## src/rtl/bibp_pkg.sv

```systemverilog
// Shared opcodes and FSM state encoding for the sequential ALU; independent of operand width.
package bibp_pkg;

    localparam logic [2:0] TOPLA = 3'b000;
    localparam logic [2:0] CIKAR = 3'b001;
    localparam logic [2:0] VE    = 3'b010;
    localparam logic [2:0] VEYA  = 3'b011;
    localparam logic [2:0] XOR   = 3'b100;
    localparam logic [2:0] CARP  = 3'b101;

    typedef enum logic [1:0] {
        BOS   = 2'd0,
        HESAP = 2'd1,
        CIKIS = 2'd2
    } durum_t;

endpackage

```

## src/rtl/bibp_ardisik_if.sv

```systemverilog
// Instruction/result handshake bundle; slave is the ALU side, master the sequencer/consumer side.
interface bibp_ardisik_if #(
    parameter int W = 4
);
    logic [2*W+2:0] buyruk;
    logic           buyruk_gecerli;
    logic           buyruk_hazir;
    logic [2*W-1:0] sonuc;
    logic           tasma;
    logic           sifir;
    logic           sonuc_gecerli;
    logic           sonuc_hazir;

    modport slave (
        input  buyruk, buyruk_gecerli, sonuc_hazir,
        output buyruk_hazir, sonuc, tasma, sifir, sonuc_gecerli
    );

    modport master (
        output buyruk, buyruk_gecerli, sonuc_hazir,
        input  buyruk_hazir, sonuc, tasma, sifir, sonuc_gecerli
    );
endinterface

```

## src/rtl/bibp_carpici.sv

```systemverilog
// Shift-add unsigned multiplier, one bit of b per cycle LSB first; W cycles after basla, product valid with bitti.
// Present only when BIBP_ARDISIK_CARPMA_EN is defined; no backpressure, the caller latches carpim on bitti.
`ifdef BIBP_ARDISIK_CARPMA_EN
module bibp_carpici #(
    parameter int W = 4
) (
    input  logic           clk,
    input  logic           rst,
    input  logic           basla,
    input  logic [W-1:0]   a,
    input  logic [W-1:0]   b,
    output logic           mesgul,
    output logic           bitti,
    output logic [2*W-1:0] carpim
);
    localparam int SW = $clog2(W);

    logic [2*W-1:0] a_r;
    logic [2*W-1:0] acc;
    logic [2*W-1:0] kismi;
    logic [W-1:0]   b_r;
    logic [SW-1:0]  sayac;

    // The final partial product is folded in combinationally so the caller can register it on bitti.
    assign kismi  = b_r[sayac] ? (a_r << sayac) : '0;
    assign carpim = acc + kismi;
    assign bitti  = mesgul && (sayac == SW'(W - 1));

    always_ff @(posedge clk or posedge rst) begin
        if (rst) begin
            a_r    <= '0;
            b_r    <= '0;
            acc    <= '0;
            sayac  <= '0;
            mesgul <= 1'b0;
        end else if (basla) begin
            a_r    <= {{W{1'b0}}, a};
            b_r    <= b;
            acc    <= '0;
            sayac  <= '0;
            mesgul <= 1'b1;
        end else if (mesgul) begin
            acc <= carpim;
            if (bitti) begin
                mesgul <= 1'b0;
                sayac  <= '0;
            end else begin
                sayac <= sayac + 1'b1;
            end
        end
    end
endmodule
`endif

```

## src/rtl/bibp_ardisik.sv

```systemverilog
// Sequential ALU: valid/ready instructions in, registered result with carry/zero out; latency 1, multiply W+1 (BIBP_ARDISIK_CARPMA_EN).
// Result held stable while the consumer stalls; buyruk_hazir follows sonuc_hazir combinationally only in CIKIS.
module bibp_ardisik
    import bibp_pkg::*;
#(
    parameter int VERI_GEN = 4
) (
    input logic           clk,
    input logic           rst,
    bibp_ardisik_if.slave bus
);
    localparam int W = VERI_GEN;

    durum_t         durum;
    durum_t         durum_sonraki;
    logic [2:0]     op;
    logic [W-1:0]   a;
    logic [W-1:0]   b;
    logic           hazir;
    logic           kabul;
    logic           carp_op;
    logic [W:0]     toplam;
    logic [W:0]     fark;
    logic [2*W-1:0] tek_sonuc;
    logic           tek_tasma;
    logic [2*W-1:0] sonuc_r;
    logic           tasma_r;
    logic           sifir_r;

    assign op = bus.buyruk[2*W+2:2*W];
    assign a  = bus.buyruk[2*W-1:W];
    assign b  = bus.buyruk[W-1:0];

`ifdef BIBP_ARDISIK_CARPMA_EN
    logic           mesgul;
    logic           bitti;
    logic [2*W-1:0] carpim;

    assign carp_op = (op == CARP);

    bibp_carpici #(.W(W)) u_carpici (
        .clk    (clk),
        .rst    (rst),
        .basla  (kabul && carp_op),
        .a      (a),
        .b      (b),
        .mesgul (mesgul),
        .bitti  (bitti),
        .carpim (carpim)
    );

    assign hazir = (durum == BOS && !mesgul) || (durum == CIKIS && bus.sonuc_hazir);
`else
    assign carp_op = 1'b0;
    assign hazir   = (durum == BOS) || (durum == CIKIS && bus.sonuc_hazir);
`endif

    assign kabul = bus.buyruk_gecerli && hazir;

    // Sub at W+1 bits leaves the borrow in bit W, i.e. the two's-complement pattern.
    always_comb begin
        toplam    = {1'b0, a} + {1'b0, b};
        fark      = {1'b0, a} - {1'b0, b};
        tek_sonuc = '0;
        tek_tasma = 1'b0;
        case (op)
            CIKAR: begin
                tek_sonuc = {{(W-1){1'b0}}, fark};
                tek_tasma = fark[W];
            end
            VE:    tek_sonuc = {{W{1'b0}}, a & b};
            VEYA:  tek_sonuc = {{W{1'b0}}, a | b};
            XOR:   tek_sonuc = {{W{1'b0}}, a ^ b};
            TOPLA, CARP: begin
                tek_sonuc = {{(W-1){1'b0}}, toplam};
                tek_tasma = toplam[W];
            end
            default: begin
                tek_sonuc = {{(W-1){1'b0}}, toplam};
                tek_tasma = toplam[W];
            end
        endcase
    end

    always_comb begin
        durum_sonraki = durum;
        case (durum)
            BOS: begin
                if (kabul) durum_sonraki = carp_op ? HESAP : CIKIS;
            end
            HESAP: begin
`ifdef BIBP_ARDISIK_CARPMA_EN
                if (bitti) durum_sonraki = CIKIS;
`else
                durum_sonraki = BOS;
`endif
            end
            CIKIS: begin
                if (bus.sonuc_hazir) begin
                    if (kabul) durum_sonraki = carp_op ? HESAP : CIKIS;
                    else       durum_sonraki = BOS;
                end
            end
            default: durum_sonraki = BOS;
        endcase
    end

    always_ff @(posedge clk or posedge rst) begin
        if (rst) durum <= BOS;
        else     durum <= durum_sonraki;
    end

    // Zero flag is registered alongside the result it describes.
    always_ff @(posedge clk or posedge rst) begin
        if (rst) begin
            sonuc_r <= '0;
            tasma_r <= 1'b0;
            sifir_r <= 1'b0;
        end else if (kabul && !carp_op) begin
            sonuc_r <= tek_sonuc;
            tasma_r <= tek_tasma;
            sifir_r <= (tek_sonuc == '0);
`ifdef BIBP_ARDISIK_CARPMA_EN
        end else if (durum == HESAP && bitti) begin
            sonuc_r <= carpim;
            tasma_r <= 1'b0;
            sifir_r <= (carpim == '0);
`endif
        end
    end

    assign bus.buyruk_hazir  = hazir;
    assign bus.sonuc         = sonuc_r;
    assign bus.tasma         = tasma_r;
    assign bus.sifir         = sifir_r;
    assign bus.sonuc_gecerli = (durum == CIKIS);
endmodule

```

## src/flat_wrapper.sv

```systemverilog
// flat-port wrapper written by rule: the top's interface ports become plain ports
module bibp_ardisik_flat import bibp_pkg::*;
#(
    parameter int VERI_GEN = 4
)
  (clk, rst, bus_buyruk, bus_buyruk_gecerli, bus_sonuc_hazir, bus_buyruk_hazir, bus_sonuc, bus_tasma, bus_sifir, bus_sonuc_gecerli);
  bibp_ardisik_if #(.W((4))) bus_i ();
  input logic clk;
  input logic rst;
  input wire logic [$bits(bus_i.buyruk)-1:0] bus_buyruk;
  input wire logic [$bits(bus_i.buyruk_gecerli)-1:0] bus_buyruk_gecerli;
  input wire logic [$bits(bus_i.sonuc_hazir)-1:0] bus_sonuc_hazir;
  output wire logic [$bits(bus_i.buyruk_hazir)-1:0] bus_buyruk_hazir;
  output wire logic [$bits(bus_i.sonuc)-1:0] bus_sonuc;
  output wire logic [$bits(bus_i.tasma)-1:0] bus_tasma;
  output wire logic [$bits(bus_i.sifir)-1:0] bus_sifir;
  output wire logic [$bits(bus_i.sonuc_gecerli)-1:0] bus_sonuc_gecerli;
  assign bus_i.buyruk = bus_buyruk;
  assign bus_i.buyruk_gecerli = bus_buyruk_gecerli;
  assign bus_i.sonuc_hazir = bus_sonuc_hazir;
  assign bus_buyruk_hazir = bus_i.buyruk_hazir;
  assign bus_sonuc = bus_i.sonuc;
  assign bus_tasma = bus_i.tasma;
  assign bus_sifir = bus_i.sifir;
  assign bus_sonuc_gecerli = bus_i.sonuc_gecerli;
  bibp_ardisik #(.VERI_GEN(VERI_GEN)) u_core (.clk(clk), .rst(rst), .bus(bus_i));
endmodule
```

## config.mk

```make
export PLATFORM = sky130hd
export DESIGN_NAME = bibp_ardisik_flat
export DESIGN_NICKNAME = d
export VERILOG_FILES = /design/src/rtl/bibp_pkg.sv /design/src/rtl/bibp_ardisik_if.sv /design/src/rtl/bibp_carpici.sv /design/src/rtl/bibp_ardisik.sv /design/src/flat_wrapper.sv
export SDC_FILE = /design/constraint.sdc
export NUM_CORES = 1
export LEC_CHECK = 0
export ABC_AREA = 1
export CORE_MARGIN = 4
export CORE_UTILIZATION = 42
export CTS_CLUSTER_SIZE = 10
export DETAILED_ROUTE_END_ITERATION = 10
export HOLD_SLACK_MARGIN = 0.1
export PLACE_DENSITY = 0.75
export SYNTH_ARGS = -nofsm -noshare
export SYNTH_HDL_FRONTEND = slang
export SYNTH_SLANG_ARGS = --single-unit
```

## constraint.sdc

```tcl
create_clock -name clk -period 1.2 [get_ports clk]
set_clock_uncertainty 0.15 [all_clocks]
set_input_delay 0.18 -clock clk [delete_from_list [all_inputs] [get_ports clk]]
set_output_delay 0.18 -clock clk [all_outputs]
set_load 0.02 [all_outputs]
```

Word level (Yosys, flattened, before mapping)
Cells that the tools add are included.

word-level totals
  register bits = 12
  input bits = 15
  output and inout port bits = 12
  word-level logic and storage cells = 29

cells by class
  add/subtract/negate cells = 2
  eq/ne operators = 7
  muxes and demuxes = 6
  bitwise logic cells = 3
  reduce and logical (&&, ||, !) cells = 7

operator list
  kind                                                  count
  case mux 5 bit (4 select lines)                       1
  zero test 8 bit                                       1
  equality test 3 x 2 -> 1 bit (second input constant)  2
  two-way mux 2 bit                                     3
  adder 4 x 4 -> 5 bit                                  1
  subtractor 4 x 4 -> 5 bit                             1
  AND 4 bit                                             1
  bitwise OR 4 bit                                      1
  case mux 2 bit (2 select lines)                       1
  bitwise XOR 4 bit                                     1
  equality test 3 x 1 -> 1 bit (second input constant)  1
  equality test 3 bit (second input constant)           1
  OR reduction 3 bit                                    1
  equality test 2 bit (second input constant)           1
  logical AND 1 bit                                     2
  zero test 2 bit                                       1
  != test 2 x 1 -> 1 bit (second input constant)        1
  != test 2 bit (second input constant)                 1
  case mux 1 bit (2 select lines)                       1
  AND reduction 2 bit                                   1
  logical OR 1 bit                                      1

Logic depth before layout (Yosys ltp)
Gate-level depths: netlist (run 1).

  word-level depth = 7
  mapped depth = 12
  mapped depth without buffers = 12

Worst setup path after synthesis (run 1)
No wires, ideal clock.

  path type = input -> register
  from = input bus_buyruk[4]
  to = register u_core.sifir_r, in the netlist u_core.bus.sifir
  library setup time = 0.065 ns
  arrival = 1.350 ns
  required time = 0.985 ns
  path slack = -0.365 ns
  stages on the path = 11
  path buffers = 0
  cells stage by stage = inv_1 ha_1 fa_1 inv_1 nand2_1 nand2_1 nor2_2 nand2_1 nor2_1 nand3_1 nand2_1

on the way
  longest elaborated chain between the ends = 3
  elaborated cells on any way between the ends = 7
  classes of those cells = add/sub: 2; mux: 1; bitwise: 3; reduce/logical: 1

RTL lines
  element                                       RTL line             source
  start: declaration                            flat_wrapper.sv:10   input wire logic [$bits(bus_i.buyruk)-1:0] bus_buyruk;
  adder 4 x 4 -> 5 bit (tied with other cells)  bibp_ardisik.sv:62   toplam = {1'b0, a} + {1'b0, b};
  case mux 5 bit (4 select lines) (*)           bibp_ardisik.sv:66   case (op)
  zero test 8 bit (*)                           bibp_ardisik.sv:122  sifir_r <= (tek_sonuc == '0);
  end signal: assignment                        bibp_ardisik.sv:122
  end: declaration                              bibp_ardisik.sv:28   logic sifir_r;

Every way passes the cells marked *; elsewhere a longest branch is shown, timed or not.
A chain may end at the register's enable or synchronous reset.

Worst setup path in the final report (run 1)
  from = input bus_buyruk[5]
  to = register u_core.sifir_r, in the netlist u_core.bus.sifir

The elaborated chain is that of the path after synthesis.

==> implementation parameters, run 1 <==
Parameter                              Value

Clocking
  CTS HTree Levels    1
  Total CTS buffers    3
  Buffer type at the clock tree root    sky130_fd_sc_hd__clkbuf_4
  Maximum root-to-sink buffer count    2
  Clock tree from TritonCTS    done
  Source-to-sink clock delay at the later pin of the worst-skew pair    0.25 ns
  Clock-pin slew on the worst setup and hold paths    0.06 ns
  Clock tree sinks    8

Yosys
  EDFF count, synth    0
  Proportion of synthesized flip-flops having asynchronous set or reset    100%
  Number of standard cells after synthesis    139
  YS warnings    0
  Post-Synthesis Mean Instance Area    about 6.5 µm²
  Cells taking the most area after synthesis    sky130_fd_sc_hd__dfrtp_1, sky130_fd_sc_hd__nand2_1, sky130_fd_sc_hd__ha_1
  Most used DFF post-synth    sky130_fd_sc_hd__dfrtp_1
  Leading area contributor after synthesis    sky130_fd_sc_hd__dfrtp_1
  Total standard cell area after synthesis    a little over 900 µm²
  Proportion of netlist area held by the largest area contributor    roughly 22%
  Synthesized flop and latch total    8
  Distinct cell type count of the synthesized netlist    24
  Sequential area share after synthesis    22.0%

Route
  Pre-Repair DR Iteration Count    4
  Detail Route met3 WL    between 150 and 200 µm
  Total wirelength of the detailed-routed design    around 2.4 mm
  Vias    roughly 1,000
  Via density per instance    between 4 and 5
  WL met1    956 µm
  Uppermost metal layer occupied by signal nets    met4
  DRC violations left    0
  Total length of routed met2 wires    1.23 mm
  Wire length per cell    approximately 11 µm
  Remaining number of nets flagged by the antenna check after routing    0
  Detailed Route Iter0 Violations    17

GRT
  Total GRT Usage    approximately 17%
  Vias in the first global route    969
  Global-route wire length before repair    about 3.9 mm
  Number of antenna violations at the first check in global routing    0
  Final global-route overflow total    0
  Pin count of the biggest net entering global routing    9

Power
  Fraction of power spent switching nets    between 30% and 40%
  Relative contribution of combinational cells to total power    52.9%
  Worst-case vdd ir drop    just under 0.6 mV
  Power per cell area    roughly 810 mW/mm²
  Leakage power figure    0.782 nW
  Share of power burned in the clock network    a little under a fifth
  Total Power    about 0.0012 W
  Part of the total power dissipated in sequential elements    28.5%
  Power spent charging and discharging nets    around 0.00045 W
  P_int    0.000728 W

STA
  RSZ-0062 raised after global routing    true
  Final worst-path cycle share    121%
  Final number of max-transition violations    0
  Highest clock rate    between 600 and 700 MHz
  Endpoints failing hold    0
  Final sum of negative setup slack    -0.881 ns
  Final setup vio count    6
  Minimum clock period after layout    approximately 1.5 ns
  Worst setup margin    -0.256 ns

Floorplan
  Initial standard-cell utilization of the core    between 40% and 50%
  Core Box Area    0.00200 mm²
  Top-Level Pins    27
  Area of the die    0.00297 mm²
  Site row count    16
  Height of the chip    54.5 µm
  Die W    about 55 µm

Finish
  Layout cells sized above 1    approximately two fifths
  Number of inserted diodes    0
  Fin cells    around 220
  Number of nets in the final layout    between 200 and 250
  Synth-to-Final Area Change    60.1%

Worst setup path
  Sort of element at the end of the critical path    register
  Required time worst endpoint    1.24 ns
  Class of the most critical setup path    in -> reg
  Worst Path Arrival    1.50 ns
  Critical path startpoint category    primary input
  Highest fanout seen on the critical path    3

Status
  Run status    finished, violations left
  Failing checks    negative setup slack

Placement
  I/O Buffers    23
  Final estimated routing congestion in global placement    slightly above 0.9
  Number of placed instances with taps included    approximately 210
  Dpl hpwl    around 1.9 mm

Worst hold path
  Worst min path class    in -> reg

Job
  Number of maximum-capacitance constraint violations    0
-- cells in the mapped netlist, types with 3 or more instances --
cell,number
sky130_fd_sc_hd__ha_1,12
sky130_fd_sc_hd__buf_4,3
sky130_fd_sc_hd__nand4_1,3
sky130_fd_sc_hd__nand3_1,9
sky130_fd_sc_hd__nor2_1,14
sky130_fd_sc_hd__o21ai_0,4
sky130_fd_sc_hd__inv_1,24
sky130_fd_sc_hd__dfrtp_1,8
sky130_fd_sc_hd__nand2_1,42
-- flip-flops by register name (all words and copies together) (netlist names) --
signal,cells
u_core.bus.tasma,1
u_core.bus.sifir,1
u_core.bus.sonuc,5
u_core.durum,1
-- repair_timing --
action,CTS,global route
pin swaps,22,17
resized for setup,79,21
setup buffers,3,0
hold endpoints to repair,8,0
gates cloned,0,0
endpoints found under the setup margin,16,16
hold buffers,1,0
-- power by group through the flow --
stage               Combinational, W  Clock [W]  Sequential [W]
finish                      0.000623   0.000220        0.000336
global route                0.000683   0.000240        0.000339
CTS                         0.000593   0.000228        0.000336
detailed placement          0.000611          0        0.000342
global placement            0.000600          0        0.000341
floorplan                   0.000261          0        0.000399
-- stage by stage --
| step | instance area, µm² | utilization (%) | hold WS [ns] | setup slack, ns |
|---|---|---|---|---|
| 6_report | 1450 | 72.6 | 0.177 | -0.256 |
| 5_1_grt | 1450 | 72.6 | 0.176 | -0.376 |
| 4_1_cts | 1410 | 70.5 | 0.327 | -0.406 |
| 3_5_place_dp | 1370 | 68.5 | 0.299 | -1.03 |
| 3_3_place_gp | 1370 | 68.5 | 0.292 | -0.998 |
| 2_1_floorplan | 983 | - | -0.154 | -0.330 |
-- kinds of logic (layout without fill, tap and decap cells) --
logic type,Yosys count,after routing,share of synthesized area (%)
other,1,3,0.413
AOI/OAI and AO/OA,11,11,6.89
buffers and inverters,30,77,14.5
DFF,8,8,22.0
and+or+nand+nor,74,74,34.3
adders and majority gates,14,14,20.9
xor gates and xnor gates,1,1,0.964
-- final timing paths --
kind,end,start,slack (ns),cells after the start
hold / removal,u_core.durum[1],bus_sonuc_hazir,0.18,5
hold reg to reg,u_core.bus.sonuc[4],u_core.bus.sonuc[4],0.33,2
min in group asynchronous,u_core.bus.tasma,rst,0.60,3
setup reg to reg,u_core.bus.sifir,u_core.durum[1],-0.04,8
max in group asynchronous,u_core.durum[1],rst,0.14,3
setup / recovery,u_core.bus.sifir,bus_buyruk[5],-0.26,12
-- final cells by class --
cell class	count	area (µm²)
Clock buffer	4	26.3
Fill cell	160	548
Inverter	26	128
Multi-Input combinational cell	103	679
Sequential cell	8	201
Tap cell	27	33.8
Timing Repair Buffer	47	385
-- placed cells by master (no fill, tap or decap), types with 3 or more instances in the layout --
cell type                       count
sky130_fd_sc_hd__buf_2             10
sky130_fd_sc_hd__inv_1             10
sky130_fd_sc_hd__dlygate4sd2_1      5
sky130_fd_sc_hd__ha_4               4
sky130_fd_sc_hd__clkbuf_4           3
sky130_fd_sc_hd__nand2_1           40
sky130_fd_sc_hd__nor2_1            10
sky130_fd_sc_hd__nor2_2             5
sky130_fd_sc_hd__buf_6              5
sky130_fd_sc_hd__nand4_1            3
sky130_fd_sc_hd__nand3_1            9
sky130_fd_sc_hd__conb_1             3
sky130_fd_sc_hd__o21ai_0            3
sky130_fd_sc_hd__inv_4              4
sky130_fd_sc_hd__dfrtp_1            7
sky130_fd_sc_hd__buf_4             21
sky130_fd_sc_hd__inv_2              9
sky130_fd_sc_hd__ha_1               8
-- critical path, stage by stage --
cell and delay (ns):
sky130_fd_sc_hd__buf_8 0.08, sky130_fd_sc_hd__clkinvlp_4 0.14, sky130_fd_sc_hd__fa_2 0.42, sky130_fd_sc_hd__inv_2 0.07
sky130_fd_sc_hd__nand2_1 0.04, sky130_fd_sc_hd__nand2_1 0.06, sky130_fd_sc_hd__nor2_1 0.05, sky130_fd_sc_hd__nor2_1 0.12
sky130_fd_sc_hd__nand3b_1 0.11, sky130_fd_sc_hd__nor2_1 0.10, sky130_fd_sc_hd__nand3_1 0.07, sky130_fd_sc_hd__nand2_1 0.06
-- per-layer routing --
layer / vias to the layer above / track usage [%]
met3: 4 / 2.45
met2: 40 / 32.3
li1: 519 / -
met1: 460 / 21.1
met5: - / 0
met4: 0 / 2.07
(Power assumes the default switching activity.)
==> run 2, diff against run 1 <==
--- a/config.mk
+++ b/config.mk
@@ -6,12 +6,12 @@
 export NUM_CORES = 1
 export LEC_CHECK = 0
 export ABC_AREA = 1
-export CORE_MARGIN = 4
 export CORE_UTILIZATION = 42
 export CTS_CLUSTER_SIZE = 10
 export DETAILED_ROUTE_END_ITERATION = 10
 export HOLD_SLACK_MARGIN = 0.1
 export PLACE_DENSITY = 0.75
+export SETUP_SLACK_MARGIN = 0.4
 export SYNTH_ARGS = -nofsm -noshare
 export SYNTH_HDL_FRONTEND = slang
 export SYNTH_SLANG_ARGS = --single-unit
==> constraint.sdc (replaced) <==
create_clock -name clk -period 1.32 [get_ports clk]
set_clock_uncertainty 0.15 [all_clocks]
set_input_delay 0.198 -clock clk [delete_from_list [all_inputs] [get_ports clk]]
set_output_delay 0.198 -clock clk [all_outputs]
set_load 0.02 [all_outputs]
==> run 2 against run 1 <==
The run still ends with negative setup slack left. Sequential power shrank 5%. Sequential cell count is the same. Hold slack lost 0.13 ns. Register-to-register slack gained 0.08 ns. Sequential share of layout area shrank 1.3 points. First-iteration DRC count shrank 5.9%. Clock-buffer cell count is the same.
==> implementation parameters, run 2 (same netlist as run 1, synthesis figures left out) <==
Parameter                              Value

Finish
  Number of nets in the final layout    228 (was 218)
  Fillers    143 (was 160)
  Synth-to-Final Area Change    76.4% (was 60.1%)
  Largest register FFs    5 (unchanged)
  Fin cells    225 (was 215)
  Number of inserted diodes    0 (unchanged)
  Highest-count cells in the layout ignoring fill and taps    sky130_fd_sc_hd__nand2_1, sky130_fd_sc_hd__buf_4, sky130_fd_sc_hd__buf_6 (was sky130_fd_sc_hd__nand2_1, sky130_fd_sc_hd__buf_4, sky130_fd_sc_hd__inv_1, sky130_fd_sc_hd__nor2_1, sky130_fd_sc_hd__buf_2)
  Layout cells sized above 1    47.0% (was 40.4%)
  Most common cell after layout, fill and taps aside    sky130_fd_sc_hd__nand2_1 (unchanged)

Worst setup path
  Highest fanout seen on the critical path    2 (was 3)
  Class of the most critical setup path    in -> reg (unchanged)
  Critical path startpoint category    primary input (unchanged)
  Master of the slowest instance on the critical path    sky130_fd_sc_hd__fa_2 (unchanged)
  Launch point of the worst reg-to-reg path    u_core.durum[1] (unchanged)
  Setup slack on the worst flop-to-flop path    0.04 ns (was -0.04 ns)
  Largest stage delay on the critical path    0.52 ns (was 0.42 ns)
  Cell chain of the critical path    buf_6, buf_6, inv_12, ha_4, fa_2, inv_2, nand2_1, nand2_1, nor2_2, nand2_1, nor2_1, nand3_1, nand2_1 (was buf_8, clkinvlp_4, fa_2, inv_2, nand2_1, nand2_1, nor2_1, nor2_1, nand3b_1, nor2_1, nand3_1, nand2_1)
  Most used cell, CP    sky130_fd_sc_hd__nand2_1
  Worst Path Arrival    1.63 ns (was 1.50 ns)
  Required time worst endpoint    1.36 ns (was 1.24 ns)
  Endpoint of the lowest-slack register-to-register path    u_core.bus.sifir (unchanged)
  Path depth of the worst reg2reg path    8 (unchanged)
  Sort of element at the end of the critical path    register (unchanged)

GRT
  Global-route wire length before repair    4.67 mm (was 3.86 mm)
  Total GRT Usage    25.6% (was 17.2%)
  Number of antenna violations at the first check in global routing    0 (unchanged)
  Final global-route overflow total    0 (unchanged)
  Vias in the first global route    1,113 (was 969)
  Pin count of the biggest net entering global routing    9 (unchanged)

Power
  Power per cell area    752 mW/mm² (was 811 mW/mm²)
  Part of the total power dissipated in sequential elements    26.4% (was 28.5%)
  Relative contribution of combinational cells to total power    57.1% (was 52.9%)
  Fraction of power spent switching nets    37.5% (was 38.2%)
  Worst-case vdd ir drop    0.568 mV (was 0.593 mV)
  Share of power burned in the clock network    16.6% (was 18.7%)
  Power spent charging and discharging nets    0.000452 W (was 0.000451 W)
  Leakage power figure    0.844 nW (was 0.782 nW)
  P_int    0.000753 W (was 0.000728 W)

Floorplan
  Top-Level Pins    27 (unchanged)
  Die W    48.5 µm (was 54.5 µm)
  Core Box Area    0.00200 mm² (unchanged)
  Height of the chip    48.5 µm (was 54.5 µm)
  Area of the die    0.00235 mm² (was 0.00297 mm²)
  Initial standard-cell utilization of the core    45.4% (unchanged)
  Site row count    16 (unchanged)

Route
  Remaining number of nets flagged by the antenna check after routing    0 (unchanged)
  Total wirelength of the detailed-routed design    2.81 mm (was 2.39 mm)
  Pre-Repair DR Iteration Count    4 (unchanged)
  Via density per instance    4.89 (was 4.76)
  DRC violations left    0 (unchanged)
  Wire length per cell    12.5 µm (was 11.1 µm)
  Detailed Route Iter0 Violations    16 (was 17)
  Vias    1,101 (was 1,023)

Placement
  Worst slack at placement    -0.950 ns (was -1.03 ns)
  Dpl hpwl    2.01 mm (was 1.86 mm)
  Final estimated routing congestion in global placement    0.924 (was 0.910)
  Number of placed instances with taps included    206 (was 208)
  I/O Buffers    23 (unchanged)

Clocking
  Source-to-sink clock delay at the later pin of the worst-skew pair    0.25 ns (about the same)
  Buffer type at the clock tree root    sky130_fd_sc_hd__clkbuf_4 (unchanged)
  Maximum root-to-sink buffer count    2 (unchanged)
  Clock tree from TritonCTS    done (unchanged)
  Total CTS buffers    3 (unchanged)
  Clock tree sinks    8 (unchanged)
  Clock-pin slew on the worst setup and hold paths    0.06 ns (about the same)
  CTS HTree Levels    1 (unchanged)

Job
  Number of maximum-capacitance constraint violations    0 (unchanged)

STA
  RSZ-0062 raised after global routing    true (unchanged)
  Minimum clock period after layout    ~1.6 ns
  Final worst-path cycle share    120%
  Worst setup margin    -0.271 ns (was -0.256 ns)
  Final setup vio count    7 (was 6)
  Final number of max-transition violations    0 (unchanged)
  Highest clock rate    around 630 MHz
  Endpoints failing hold    0 (unchanged)

Status
  Failing checks    negative setup slack (unchanged)
  Run status    finished, violations left (unchanged)

Worst hold path
  Worst min path class    in -> async (was in -> reg)
## run 2: cell count changes in the layout (fill, tap and decap cells not counted), moves of 4 or more
cell / delta
sky130_fd_sc_hd__nand2_2: +4
sky130_fd_sc_hd__buf_4: +7
sky130_fd_sc_hd__buf_2: -7
sky130_fd_sc_hd__nand2_1: -5
sky130_fd_sc_hd__buf_6: +12
## run 2: power by group through the flow
stage | Combinational, W | Sequential, W | Clock (W)
floorplan | 0.000242 | 0.000364 | 0
global placement | 0.000520 | 0.000312 | 0
detailed placement | 0.000534 | 0.000315 | 0
CTS | 0.000640 | 0.000317 | 0.000205
global route | 0.000743 | 0.000322 | 0.000226
finish | 0.000688 | 0.000318 | 0.000199
## run 2: metal layers
metal / routed length (µm) / global-route usage [%] / up-vias / share of wire [%]
li1: - / - / 539 / -
met1: 1150 / 27.5 / 529 / 41
met2: 1530 / 48.6 / 27 / 54
met3: 65 / 4.40 / 6 / 2.3
met4: 61 / 11.3 / 0 / 2.2
met5: 0 / 0 / - / 0
## run 2: repair_timing
item / in CTS / in global routing
buffers inserted: 9 / 6
resized for setup: 111 / 6
endpoints found under the setup margin: 17 / 17
pin swaps: 28 / 18
hold endpoints to repair: 8 / 8
cloned: 0 / 0
## run 2: worst max-delay path: cells and delay by family
family | cells | cell delay, ns
buffers and inverters | 4 | 0.26
adder cells (fa/ha/maj) | 2 | 0.67
AND/OR/NAND/NOR | 7 | 0.51
## run 2: how the worst max path moves through the flow
stage / start / end / slack (ns) / cells past startpoint
after global routing: bus_buyruk[4] / u_core.bus.sifir / -0.35 / 13
final: bus_buyruk[4] / u_core.bus.sifir / -0.27 / 13
after global placement: bus_buyruk[4] / u_core.bus.sifir / -0.90 / 13
after CTS: bus_buyruk[4] / u_core.bus.sifir / -0.31 / 13
after detailed placement: bus_buyruk[4] / u_core.bus.sifir / -0.95 / 13
after floorplan: bus_buyruk[4] / u_core.bus.sifir / -0.23 / 11
## run 2: final cells by class
cell class	instances	area [µm²]	share of cell area, %
clock buffer	4	26.3	1.64
tap	27	33.8	2.11
timing repair buffer	57	500	31.2
multi-input combinational	103	714	44.6
inverter	26	126	7.88
sequential	8	201	12.6
## run 2: stage by stage
stage | hold slack [ns] | setup TNS, ns | utilization [%] | total power, W | area, µm²
after floorplan | -0.136 | -0.510 | - | 0.000606 | 996
after global placement | 0.307 | -5.59 | 68.4 | 0.000832 | 1370
after detailed placement | 0.317 | -5.98 | 68.4 | 0.000849 | 1370
after CTS | 0.0500 | -0.828 | 77.2 | 0.00116 | 1550
after global routing | 0.0756 | -1.19 | 80.1 | 0.00129 | 1600
final | 0.0473 | -0.861 | 80.1 | 0.00121 | 1600
==> run 3, diff against run 2 <==
--- a/config.mk
+++ b/config.mk
@@ -6,11 +6,11 @@
 export NUM_CORES = 1
 export LEC_CHECK = 0
 export ABC_AREA = 1
-export CORE_UTILIZATION = 42
+export CORE_UTILIZATION = 46
 export CTS_CLUSTER_SIZE = 10
 export DETAILED_ROUTE_END_ITERATION = 10
 export HOLD_SLACK_MARGIN = 0.1
-export PLACE_DENSITY = 0.75
+export PLACE_DENSITY = 0.78
 export SETUP_SLACK_MARGIN = 0.4
 export SYNTH_ARGS = -nofsm -noshare
 export SYNTH_HDL_FRONTEND = slang
==> constraint.sdc (replaced) <==
create_clock -name clk -period 1.5 [get_ports clk]
set_clock_uncertainty 0.15 [all_clocks]
set_input_delay 0.225 -clock clk [delete_from_list [all_inputs] [get_ports clk]]
set_output_delay 0.225 -clock clk [all_outputs]
set_load 0.02 [all_outputs]
==> run 3 against run 2 <==
The flow still finishes with violations (negative setup slack). Sequential power fell by 8.5%. Cell count fell by 0.44%. Wire length rose by 75%. Hold slack improved by 0.086 ns. Via count rose by 25%. Highest routed layer unchanged.
==> implementation parameters, run 3 (same netlist as run 1, synthesis figures left out) <==
Parameter                              Value

Worst setup path
  Highest fanout seen on the critical path    2 (unchanged)
  Required time worst endpoint    1.56 ns (was 1.36 ns)
  Sort of element at the end of the critical path    register (unchanged)
  Worst Path Arrival    2.03 ns (was 1.63 ns)
  Class of the most critical setup path    in -> reg (unchanged)
  Critical path startpoint category    primary input (unchanged)

GRT
  Total GRT Usage    38.9% (was 25.6%)
  Vias in the first global route    1,176 (was 1,113)
  Number of antenna violations at the first check in global routing    0 (unchanged)
  Pin count of the biggest net entering global routing    9 (unchanged)
  Final global-route overflow total    0 (unchanged)
  Global-route wire length before repair    5.73 mm (was 4.67 mm)

Clocking
  Total CTS buffers    3 (unchanged)
  Clock tree sinks    8 (unchanged)
  Buffer type at the clock tree root    sky130_fd_sc_hd__clkbuf_4 (unchanged)
  CTS HTree Levels    1 (unchanged)
  Source-to-sink clock delay at the later pin of the worst-skew pair    0.27 ns (was 0.25 ns)
  Clock tree from TritonCTS    done (unchanged)
  Clock-pin slew on the worst setup and hold paths    0.07 ns (was 0.06 ns)
  Maximum root-to-sink buffer count    2 (unchanged)

Finish
  Fillers    63 (was 143)
  Synth-to-Final Area Change    82.6% (was 76.4%)
  Largest register FFs    5 (unchanged)
  Layout cells sized above 1    50.3% (was 47.0%)
  Highest-count cells in the layout ignoring fill and taps    sky130_fd_sc_hd__nand2_1, sky130_fd_sc_hd__buf_4, sky130_fd_sc_hd__buf_6 (unchanged)
  Fin cells    224 (was 225)
  Number of inserted diodes    0 (unchanged)
  Number of nets in the final layout    229 (was 228)
  Most common cell after layout, fill and taps aside    sky130_fd_sc_hd__nand2_1 (unchanged)
  Final cell utilization of the core    93.1% (was 80.1%)

Route
  DRC violations left    0 (unchanged)
  Wire length per cell    21.9 µm (was 12.5 µm)
  Remaining number of nets flagged by the antenna check after routing    0 (unchanged)
  Total wirelength of the detailed-routed design    4.92 mm (was 2.81 mm)
  Pre-Repair DR Iteration Count    6 (was 4)
  Vias    1,379 (was 1,101)
  Detailed Route Iter0 Violations    176 (was 16)
  Via density per instance    6.16 (was 4.89)

Power
  Leakage power figure    0.864 nW (was 0.844 nW)
  Worst-case vdd ir drop    0.523 mV (was 0.568 mV)
  Power per cell area    723 mW/mm² (was 752 mW/mm²)

Floorplan
  Die W    46.4 µm (was 48.5 µm)
  Height of the chip    46.4 µm (was 48.5 µm)
  Site row count    15 (was 16)
  Area of the die    0.00216 mm² (was 0.00235 mm²)
  Initial standard-cell utilization of the core    50.9% (was 45.4%)
  Top-Level Pins    27 (unchanged)
  Core Box Area    0.00178 mm² (was 0.00200 mm²)

STA
  Worst setup margin    -0.470 ns (was -0.271 ns)
  Final number of max-transition violations    0 (unchanged)
  Final setup vio count    6 (was 7)
  Final worst-path cycle share    131%
  RSZ-0062 raised after global routing    true (unchanged)
  Minimum clock period after layout    1.97 ns
  Endpoints failing hold    0 (unchanged)
  Highest clock rate    508 MHz
  Final sum of negative setup slack    -1.49 ns (was -0.861 ns)

Placement
  Number of placed instances with taps included    204 (was 206)
  Final estimated routing congestion in global placement    0.877 (was 0.924)
  I/O Buffers    23 (unchanged)
  Worst slack at placement    -0.791 ns (was -0.950 ns)
  Dpl hpwl    2.02 mm (was 2.01 mm)

Job
  Number of maximum-capacitance constraint violations    0 (unchanged)

Worst hold path
  Worst min path class    in -> async (unchanged)

Status
  Failing checks    negative setup slack (unchanged)
  Run status    finished, violations left (unchanged)
run 3: cell count changes in the layout (fill, tap and decap cells not counted), moves of 2 or more:
cell	delta
sky130_fd_sc_hd__nand2_1	-4
sky130_fd_sc_hd__nand2_2	+3
sky130_fd_sc_hd__nand3_1	-3
sky130_fd_sc_hd__nand3_2	+3
sky130_fd_sc_hd__buf_4	-2
sky130_fd_sc_hd__buf_6	+2
sky130_fd_sc_hd__nor2_2	-2
sky130_fd_sc_hd__nor2_4	+2
run 3: repair_timing:
item	4_1_cts	5_1_grt
endpoints found under the hold margin	8	8
resized for setup	114	21
gates cloned	0	0
endpoints found under the setup margin	17	17
setup buffers	10	6
pin swaps	29	19
run 3: power breakdown:
group / switching [W] / leakage, nW / internal [W]
Combinational: 0.000390 / 0.750 / 0.000319
Sequential: 0.0000389 / 0.0986 / 0.000252
Clock: 0.0000978 / 0.0150 / 0.000103
run 3: layer usage:
layer,GRT usage (%),vias to the layer above,routed length [µm]
met4,21.8,0,401
li1,-,544,-
met2,63.3,168,2170
met5,0,-,0
met1,40.9,610,1640
met3,17.6,57,707
run 3: area by class of cell:
class,instances,area [µm²],area share (%)
Sequential cell,8,201,12.1
Inverter,26,131,7.92
Clock buffer,4,26.3,1.58
Timing Repair Buffer,58,513,30.9
Tap cell,25,31.3,1.89
Multi-Input combinational cell,103,756,45.6
run 3: final timing paths:
kind | start | to | slack (ns) | cells past startpoint
worst min-delay path | rst | u_core.bus.sonuc[3] | 0.13 | 2
worst max-delay path | bus_buyruk[4] | u_core.bus.sifir | -0.47 | 14
worst min register to register | u_core.bus.sonuc[2] | u_core.bus.sonuc[2] | 0.39 | 2
max in group asynchronous | rst | u_core.durum[1] | 0.79 | 2
worst max register to register | u_core.durum[1] | u_core.bus.sifir | 0.11 | 8
min in group clk | u_core.bus.sonuc[2] | u_core.bus.sonuc[2] | 0.39 | 2
run 3: worst max-delay path: stages:
cell and delay (ns):
sky130_fd_sc_hd__buf_6 0.07, sky130_fd_sc_hd__buf_6 0.12, sky130_fd_sc_hd__inv_12 0.03, sky130_fd_sc_hd__ha_4 0.16, sky130_fd_sc_hd__fa_2 0.39, sky130_fd_sc_hd__inv_2 0.10
sky130_fd_sc_hd__nand2_1 0.08, sky130_fd_sc_hd__nand2_1 0.08, sky130_fd_sc_hd__nor2_1 0.05, sky130_fd_sc_hd__nor2_1 0.12, sky130_fd_sc_hd__nand3b_1 0.20, sky130_fd_sc_hd__nor2_1 0.22
sky130_fd_sc_hd__nand3_1 0.11, sky130_fd_sc_hd__nand2_1 0.08
run 3: metrics by stage:
step	hold slack [ns]	cell area (µm²)	power [W]
floorplan	-0.109	988	0.000531
global placement	0.313	1360	0.000728
detailed placement	0.328	1360	0.000745
CTS	0.0671	1550	0.00102
global route	0.120	1660	0.00124
finish	0.133	1660	0.00120
